==> src/rtl/rr_index_encoder_pkg.sv <==
// ---------------------------------------------------------------------------
// rr_index_encoder_pkg : shared sizes and FSM encoding for the write-port arbiter
// Revision 1.0
// ---------------------------------------------------------------------------
`default_nettype none

package rr_index_encoder_pkg;

  localparam int N_REQ = 8;
  localparam int IDX_W = $clog2(N_REQ);

  // One bit is enough: IDLE == !out_valid, HOLD == out_valid.
  typedef enum logic [0:0] {
    ST_IDLE = 1'b0,
    ST_HOLD = 1'b1
  } state_e;

endpackage : rr_index_encoder_pkg

`default_nettype wire

==> src/rtl/rr_index_encoder_pick.sv <==
// ---------------------------------------------------------------------------
// rr_index_encoder_pick : round-robin search of req starting at ptr (combinational)
// Revision 1.0
// ---------------------------------------------------------------------------
`default_nettype none

module rr_index_encoder_pick
  import rr_index_encoder_pkg::*;
(
  input  logic [N_REQ-1:0] req_i,
  input  logic [IDX_W-1:0] ptr_i,
  output logic             found_o,
  output logic [IDX_W-1:0] idx_o,
  output logic             multi_o
);

  logic [2*N_REQ-1:0] dbl_w;
  logic [N_REQ-1:0]   rot_w;
  logic [IDX_W-1:0]   lsb_w;

  always_comb begin
    // Rotate right by ptr so bit ptr lands at position 0, then take the lowest set bit.
    dbl_w = {req_i, req_i} >> ptr_i;
    rot_w = dbl_w[N_REQ-1:0];
    lsb_w = '0;
    for (int i = N_REQ - 1; i >= 0; i--) begin
      if (rot_w[i]) lsb_w = IDX_W'(i);
    end
    // N_REQ is a power of two, so the IDX_W-bit add wraps modulo N_REQ.
    idx_o   = lsb_w + ptr_i;
    found_o = |req_i;
    multi_o = |(req_i & (req_i - N_REQ'(1)));
  end

endmodule : rr_index_encoder_pick

`default_nettype wire

==> src/rtl/rr_index_encoder.sv <==
// ---------------------------------------------------------------------------
// rr_index_encoder : 8-way round-robin requester arbiter with valid/ready index output
// Revision 1.0
// ---------------------------------------------------------------------------
`default_nettype none

module rr_index_encoder
  import rr_index_encoder_pkg::*;
#(
  parameter int CNT_W = 16
) (
  input  logic             clk,
  input  logic             rst_n,
  input  logic             en_i,
  input  logic [N_REQ-1:0] req_i,
  output logic             out_valid_o,
  output logic [IDX_W-1:0] out_idx_o,
  input  logic             out_ready_i,
  output logic [N_REQ-1:0] grant_o,
  output logic             multi_o,
  output logic [CNT_W-1:0] gnt_cnt_o
);

  state_e           state_q, state_d;
  logic [IDX_W-1:0] idx_q;
  logic             multi_q;
  logic [IDX_W-1:0] ptr_q;
  logic [CNT_W-1:0] cnt_q;

  logic             found_w;
  logic [IDX_W-1:0] pick_idx_w;
  logic             pick_multi_w;
  logic             start_w;
  logic             hs_w;

  rr_index_encoder_pick u_pick (
    .req_i   (req_i),
    .ptr_i   (ptr_q),
    .found_o (found_w),
    .idx_o   (pick_idx_w),
    .multi_o (pick_multi_w)
  );

  assign start_w = (state_q == ST_IDLE) && en_i && found_w;
  assign hs_w    = (state_q == ST_HOLD) && out_ready_i;

  always_ff @(posedge clk or negedge rst_n) begin
    if (!rst_n) state_q <= ST_IDLE;
    else        state_q <= state_d;
  end

  always_comb begin
    state_d = state_q;
    case (state_q)
      ST_IDLE: if (start_w) state_d = ST_HOLD;
      ST_HOLD: if (hs_w)    state_d = ST_IDLE;
      default:              state_d = ST_IDLE;
    endcase
  end

  always_comb begin
    out_valid_o = (state_q == ST_HOLD);
    out_idx_o   = idx_q;
    multi_o     = multi_q;
    gnt_cnt_o   = cnt_q;
  end

  // Grant is a decode of the held index, gated by the handshake cycle only.
  for (genvar g = 0; g < N_REQ; g++) begin : g_grant
    assign grant_o[g] = hs_w && (idx_q == IDX_W'(g));
  end

  always_ff @(posedge clk or negedge rst_n) begin
    if (!rst_n) begin
      idx_q   <= '0;
      multi_q <= 1'b0;
      ptr_q   <= '0;
      cnt_q   <= '0;
    end else begin
      if (start_w) begin
        idx_q   <= pick_idx_w;
        multi_q <= pick_multi_w;
      end
      if (hs_w) begin
        ptr_q <= idx_q + IDX_W'(1);
        cnt_q <= cnt_q + CNT_W'(1);
      end
    end
  end

endmodule : rr_index_encoder

`default_nettype wire

==> config.mk <==
export PLATFORM = sky130hd
export DESIGN_NAME = rr_index_encoder
export DESIGN_NICKNAME = d
export VERILOG_FILES = /design/src/rtl/rr_index_encoder_pkg.sv /design/src/rtl/rr_index_encoder_pick.sv /design/src/rtl/rr_index_encoder.sv
export SDC_FILE = /design/constraint.sdc
export NUM_CORES = 1
export LEC_CHECK = 0
export CORE_MARGIN = 2
export CORE_UTILIZATION = 50
export CTS_CLUSTER_DIAMETER = 100
export DETAILED_ROUTE_END_ITERATION = 6
export DONT_BUFFER_PORTS = 1
export MAX_ROUTING_LAYER = met4
export PLACE_DENSITY_LB_ADDON = 0.12
export SETUP_SLACK_MARGIN = 0.1
export SYNTH_ARGS = -nofsm -noshare
export SYNTH_HDL_FRONTEND = slang
export SYNTH_SLANG_ARGS = --single-unit
==> constraint.sdc <==
create_clock -name clk -period 6.29 [get_ports clk]
set_input_delay 1.258 -clock clk [delete_from_list [all_inputs] [get_ports clk]]
set_output_delay 1.258 -clock clk [all_outputs]
set_load 0.02 [all_outputs]
---- Word-level counts from Yosys, hierarchy flattened ----
Index checks and enable logic that the tools add are counted.
word-level totals
  latch bits .............................. 0
  bits in read-only memories .............. 0
  bits in writable memories ............... 0
  output and inout bits ................... 29
  flip-flop bits (word level) ............. 24
  input bits .............................. 12
  memories kept ........................... 0
operators by class
  div/mod/pow operators ................... 0
  order comparisons ....................... 0
  bitwise operators ....................... 2
  muxes and demuxes ....................... 11
  reduce and logical (&&, ||, !) cells .... 14
  add/sub/neg operators ................... 4
  $mul .................................... 0
  shift-type cells ........................ 1
  equal/unequal tests ..................... 7
operator list
  cell                     number
  $mux W3                  8
  $add A16 B1 Y16 const B  1
  $reduce_or A8 Y1         2
  $shr A16 B3 Y8           1
  $eq A3 B3 Y1 const B     4
  $logic_and A1 B1 Y1      11
  $and A8 B8 Y8            1
  $sub A8 B1 Y8 const B    1
  $eq A3 B2 Y1 const B     2
  $add A3 B1 Y3 const B    1
  $add A3 B3 Y3            1
  $eq A3 B1 Y1 const B     1
  $logic_not A3 Y1         1
  $mux W1                  2
  $pmux W1 S2              1
  $not A1 Y1               1

---- Logic depth before layout (Yosys ltp) ----
  depth in word-level cells ............... 10
  mapped depth ............................ 12

---- Modules after synthesis ----
Synthesis repeated with hierarchy kept, for this count alone.
second synthesis, totals
  cells, all modules ...................... 182
  area total of the unflattened synthesis .. 1,805.5 µm²
modules (own cells, without submodules)
  module                 cells each  instances  area an instance (µm²)
  rr_index_encoder       99          1          1,156.1
  rr_index_encoder_pick  83          1          649.4

---- Worst setup path before layout ----
No wires, ideal clock.
  path kind ............................... input -> register
  from .................................... input req_i[0]
  to ...................................... register idx_q[2] (netlist: out_idx_o[2])
  required time ........................... 6.198 ns
  stages .................................. 9
  path buffers ............................ 1
  path slack .............................. 2.979 ns
  arrival time ............................ 3.219 ns
  library setup time ...................... 0.092 ns
  path through ............................ buf_2 > nor2b_1 > a211o_2 > a2111oi_0 > nor3_1 > fa_1 > xor2_1 > and3_1 > o31ai_2
on the way
  cells in the longest elaborated chain, start to end .. 10
RTL lines
  what                   line                         RTL
  from (decl)            rr_index_encoder.sv:15       input logic [N_REQ-1:0] req_i,
  $shr A16 B3 Y8         rr_index_encoder_pick.sv:23  dbl_w = {req_i, req_i} >> ptr_i;
  $mux W3 (8 in series)  rr_index_encoder_pick.sv:27  if (rot_w[i]) lsb_w = IDX_W'(i);
  $add A3 B3 Y3          rr_index_encoder_pick.sv:30  idx_o = lsb_w + ptr_i;
  to (signal assigned)   rr_index_encoder.sv:81       idx_q <= pick_idx_w;
  to (decl)              rr_index_encoder.sv:25       logic [IDX_W-1:0] idx_q;
Parallel ways exist; a longest one is shown, timed or not.
A chain may end at the register's enable or synchronous reset.

---- Final worst setup path ----
  from .................................... input out_ready_i
  to ...................................... output grant_o[4]
on the way
  cells in the longest elaborated chain, start to end .. 2
RTL lines
  what                 line                    RTL
  from (decl)          rr_index_encoder.sv:18  input logic out_ready_i,
  $logic_and A1 B1 Y1  rr_index_encoder.sv:45  assign hs_w = (state_q == ST_HOLD) && out_ready_i;
  $logic_and A1 B1 Y1  rr_index_encoder.sv:70  assign grant_o[g] = hs_w && (idx_q == IDX_W'(g));
  to (decl)            rr_index_encoder.sv:19  output logic [N_REQ-1:0] grant_o,
Every way passes these cells.

==> flow_metrics.py <==
metrics = {
    "floorplan": {
        "fp.dieH_um": 63.2,
        "start_util_pct": 52.5,
        "die_w_um": 63.2,
        "core_mm2": 0.00334,
        "rows": 21,
        "io_pins": 41,
        "die_area_mm2": 0.00399,
    },
    "synthesis": {
        "synth_nets": 207,
        "synthMuxAreaShare_pct": 6.43,
        "synth-simple-area-share_pct": 21.4,
        "synth_top_family_by_area": "simple AND/OR/NAND/NOR gates",
        "synth-seq-cells": 24,
        "ys_seq_area_share_pct": 34.3,
        "syn_inst": 186,
        "synth_top_area_share_pct": 34.3,
        "ys_warn_count": 0,
        "synthFlopType": "dfrtp_1",
        "synth_cell_types": 46,
        "synth_area_leaders": "dfrtp_1 34%, ha_1 5.7%, xnor2_1 5.5%, and3_1 5.0%, nand2_1 4.9%",
        "synth_top_area_cell": "dfrtp_1",
        "synth.avg_cell_area_um2": 9.41,
        "synth_fa_ha_area_share_pct": 6.86,
        "synth_compound_area_share_pct": 16.7,
        "syn-cell-area_mm2": 0.00175,
        "synthXorXnorAreaFrac_pct": 8.01,
        "synth_edf_count": 0,
        "async_flop_share_pct": 100,
    },
    "timing": {
        "tightest_slew_ns": 0.765,
        "final-setup-viol-count": 0,
        "rsz0062_at_grt": "no",
        "hold_viol_final": 0,
        "slew_headroom_pct": 49.0,
        "period_share_pct": 50.0,
        "finalWorstSetupSlack_ns": 3.15,
        "whs_ns": 0.607,
        "max_clock_freq_ghz": 0.318,
        "final.setup.tns_ns": 0,
        "final.min_clock_period_ns": 3.14,
        "fin_skew_ns": 0.00576,
        "finalMaxSlewViolations": 0,
    },
    "route": {
        "final_antenna_net_count": 0,
        "vias_per_cell": 5.97,
        "drc": 0,
        "vias": 1349,
        "routedWlPerCell_um": 16.1,
        "drt_iter0_drc": 79,
        "firstDrtPassIters": 4,
        "finalWirelength_mm": 3.64,
    },
    "grt": {
        "overflow": 0,
        "grt_usage_pct": 19.9,
        "grt.busiest_layer": "met2",
        "grt_max_degree": 25,
        "met2_usage_pct": 32.3,
        "grt_pass1_vias": 1284,
        "globalRouteMet3Util_pct": 2.86,
        "use_met1_pct": 25.3,
        "antenna_found_initial": 0,
        "grt_pass1_wl_mm": 6.20,
    },
    "placement": {
        "dp_cells": 222,
        "place_hpwl_mm": 2.74,
        "dp_slack_ns": 3.02,
        "numPortBuffers": 0,
        "gp_congestion": 0.884,
    },
    "worst_setup_path": {
        "reg2reg_depth": 8,
        "criticalPathCategory": "in -> out",
        "r2r-end": "out_idx_o[2]$_DFFE_PN0P_",
        "critPathArrivalTime_ns": 1.89,
        "start_kind": "input pin",
        "critPathBufInv": 0,
        "critical_path.top_delay_family": "simple AND/OR/NAND/NOR gates",
        "path_cells": "and2_1, and3_1",
        "r2r-start": "ptr_q[0]$_DFFE_PN0P_",
        "crit_fanout": 12,
        "max_stage_delay_ns": 0.33,
        "end_kind": "output pin",
        "slowest_stage": "and3_1",
        "worst-endpoint-required_ns": 5.03,
        "ff2ff_setup_slack_ns": 3.39,
    },
    "clock_network": {
        "clk_latency_ns": 0.32,
        "cts_setup_buffers": 0,
        "cts_root_buf": "clkbuf_4",
        "ctsResizeCount": 0,
        "clock_path_buffers": 2,
        "numClockSinks": 24,
        "clk_pin_slew_worst_paths_ns": 0.13,
        "cts_max_level": 1,
        "cts_tree": "done",
        "ctsHoldBuffers": 0,
        "cts_made_buffers": 3,
    },
    "pwr": {
        "total_power_w": 0.000599,
        "max-vdd-ir-drop_mv": 0.119,
        "p_leak_nw": 0.809,
        "p_per_area_mw_per_mm2": 336,
    },
    "finish": {
        "finalNonFillerCells": 226,
        "drive_gt1_share_pct": 8.33,
        "area_delta_synth_final_pct": 1.86,
        "n_antenna_cell": 0,
        "nets": 202,
        "num-fill-cells": 315,
    },
    "outcome": {
        "status": "complete, no violations",
    },
    "job": {
        "drv_cap": 0,
    },
    "hold_path": {
        "hp-class": "in -> async",
    },
}
## metal layers
layer	share of wire, %	wire (um)
met1	42	1510
met4	1.3	47
met3	4.8	176
met2	52	1900
met5	0	0
## layout make-up
cell class / instances / area, um^2 / share of cell area [%]
well taps: 46 / 57.6 / 3.23
flip-flops and latches: 24 / 601 / 33.7
inverters: 13 / 48.8 / 2.74
multi-input cells: 139 / 1040 / 58.3
clock buffers: 4 / 36.3 / 2.04
## cells in the mapped netlist, types with 3 or more instances
cell type	number
dfrtp_1	24
ha_1	8
nand2_1	23
a21oi_1	12
nor3_1	7
clkbuf_1	3
buf_2	4
nand4_1	4
nand3_1	3
xnor2_1	11
and3_1	14
xor2_1	5
nor2_1	5
inv_1	13
o21ai_0	8
## flip-flops by register name (all words and copies together) (netlist names)
register	count
gnt_cnt_o	16
multi_o	1
out_idx_o	3
out_valid_o	1
ptr_q	3
## report_power, final
group,switching (W),leakage (nW),internal [W]
Clock,0.0000475,0.0210,0.0000354
Combinational,0.000109,0.475,0.000108
Sequential,0.000111,0.313,0.000189
Total,0.000267,0.809,0.000332
## worst max-delay path by stage
stage                      startpoint                  endpoint  cells past startpoint
after floorplan              req_i[0]  out_idx_o[2]$_DFFE_PN0P_                      9
after CTS                 out_ready_i                grant_o[4]                      2
after global placement       req_i[0]  out_idx_o[2]$_DFFE_PN0P_                      8
after detailed placement     req_i[0]  out_idx_o[2]$_DFFE_PN0P_                      8
after global routing      out_ready_i                grant_o[6]                      2
final                     out_ready_i                grant_o[4]                      2
## through the flow
step / utilization (%) / instance area, um^2
3_5_place_dp: 52.3 / 1750
6_report: 53.4 / 1780
5_1_grt: 53.4 / 1780
4_1_cts: 53.4 / 1780
3_3_place_gp: 52.3 / 1750
2_1_floorplan: - / 1750
## logic make-up (layout without fill, tap and decap cells)
family / Yosys count / in the layout
and+or+nand+nor: 68 / 68
muxes: 5 / 5
AOI/OAI and AO/OA: 41 / 41
DFF: 24 / 24
buffers and inverters: 23 / 17
adders and majority gates: 9 / 9
xor gates and xnor gates: 16 / 16
## cells in the final DEF (no fill, tap or decap), drive strengths merged, types with 2 or more instances in the layout
| master | count |
|---|---|
| nor3 | 8 |
| inv | 13 |
| ha | 8 |
| o21ai | 8 |
| o2111a | 2 |
| o21a | 2 |
| nor2 | 5 |
| nor2b | 2 |
| and3 | 14 |
| clkbuf | 4 |
| a2111oi | 2 |
| xor2 | 5 |
| nand3 | 4 |
| a21oi | 12 |
| dfrtp | 24 |
| a211oi | 3 |
| a211o | 2 |
| a31oi | 2 |
| nand4 | 4 |
| o221ai | 2 |
| o21bai | 2 |
| nand2 | 24 |
| xnor2 | 11 |
| mux4 | 4 |
| and2 | 2 |
Note: power is estimated with default switching activity, not from simulation.
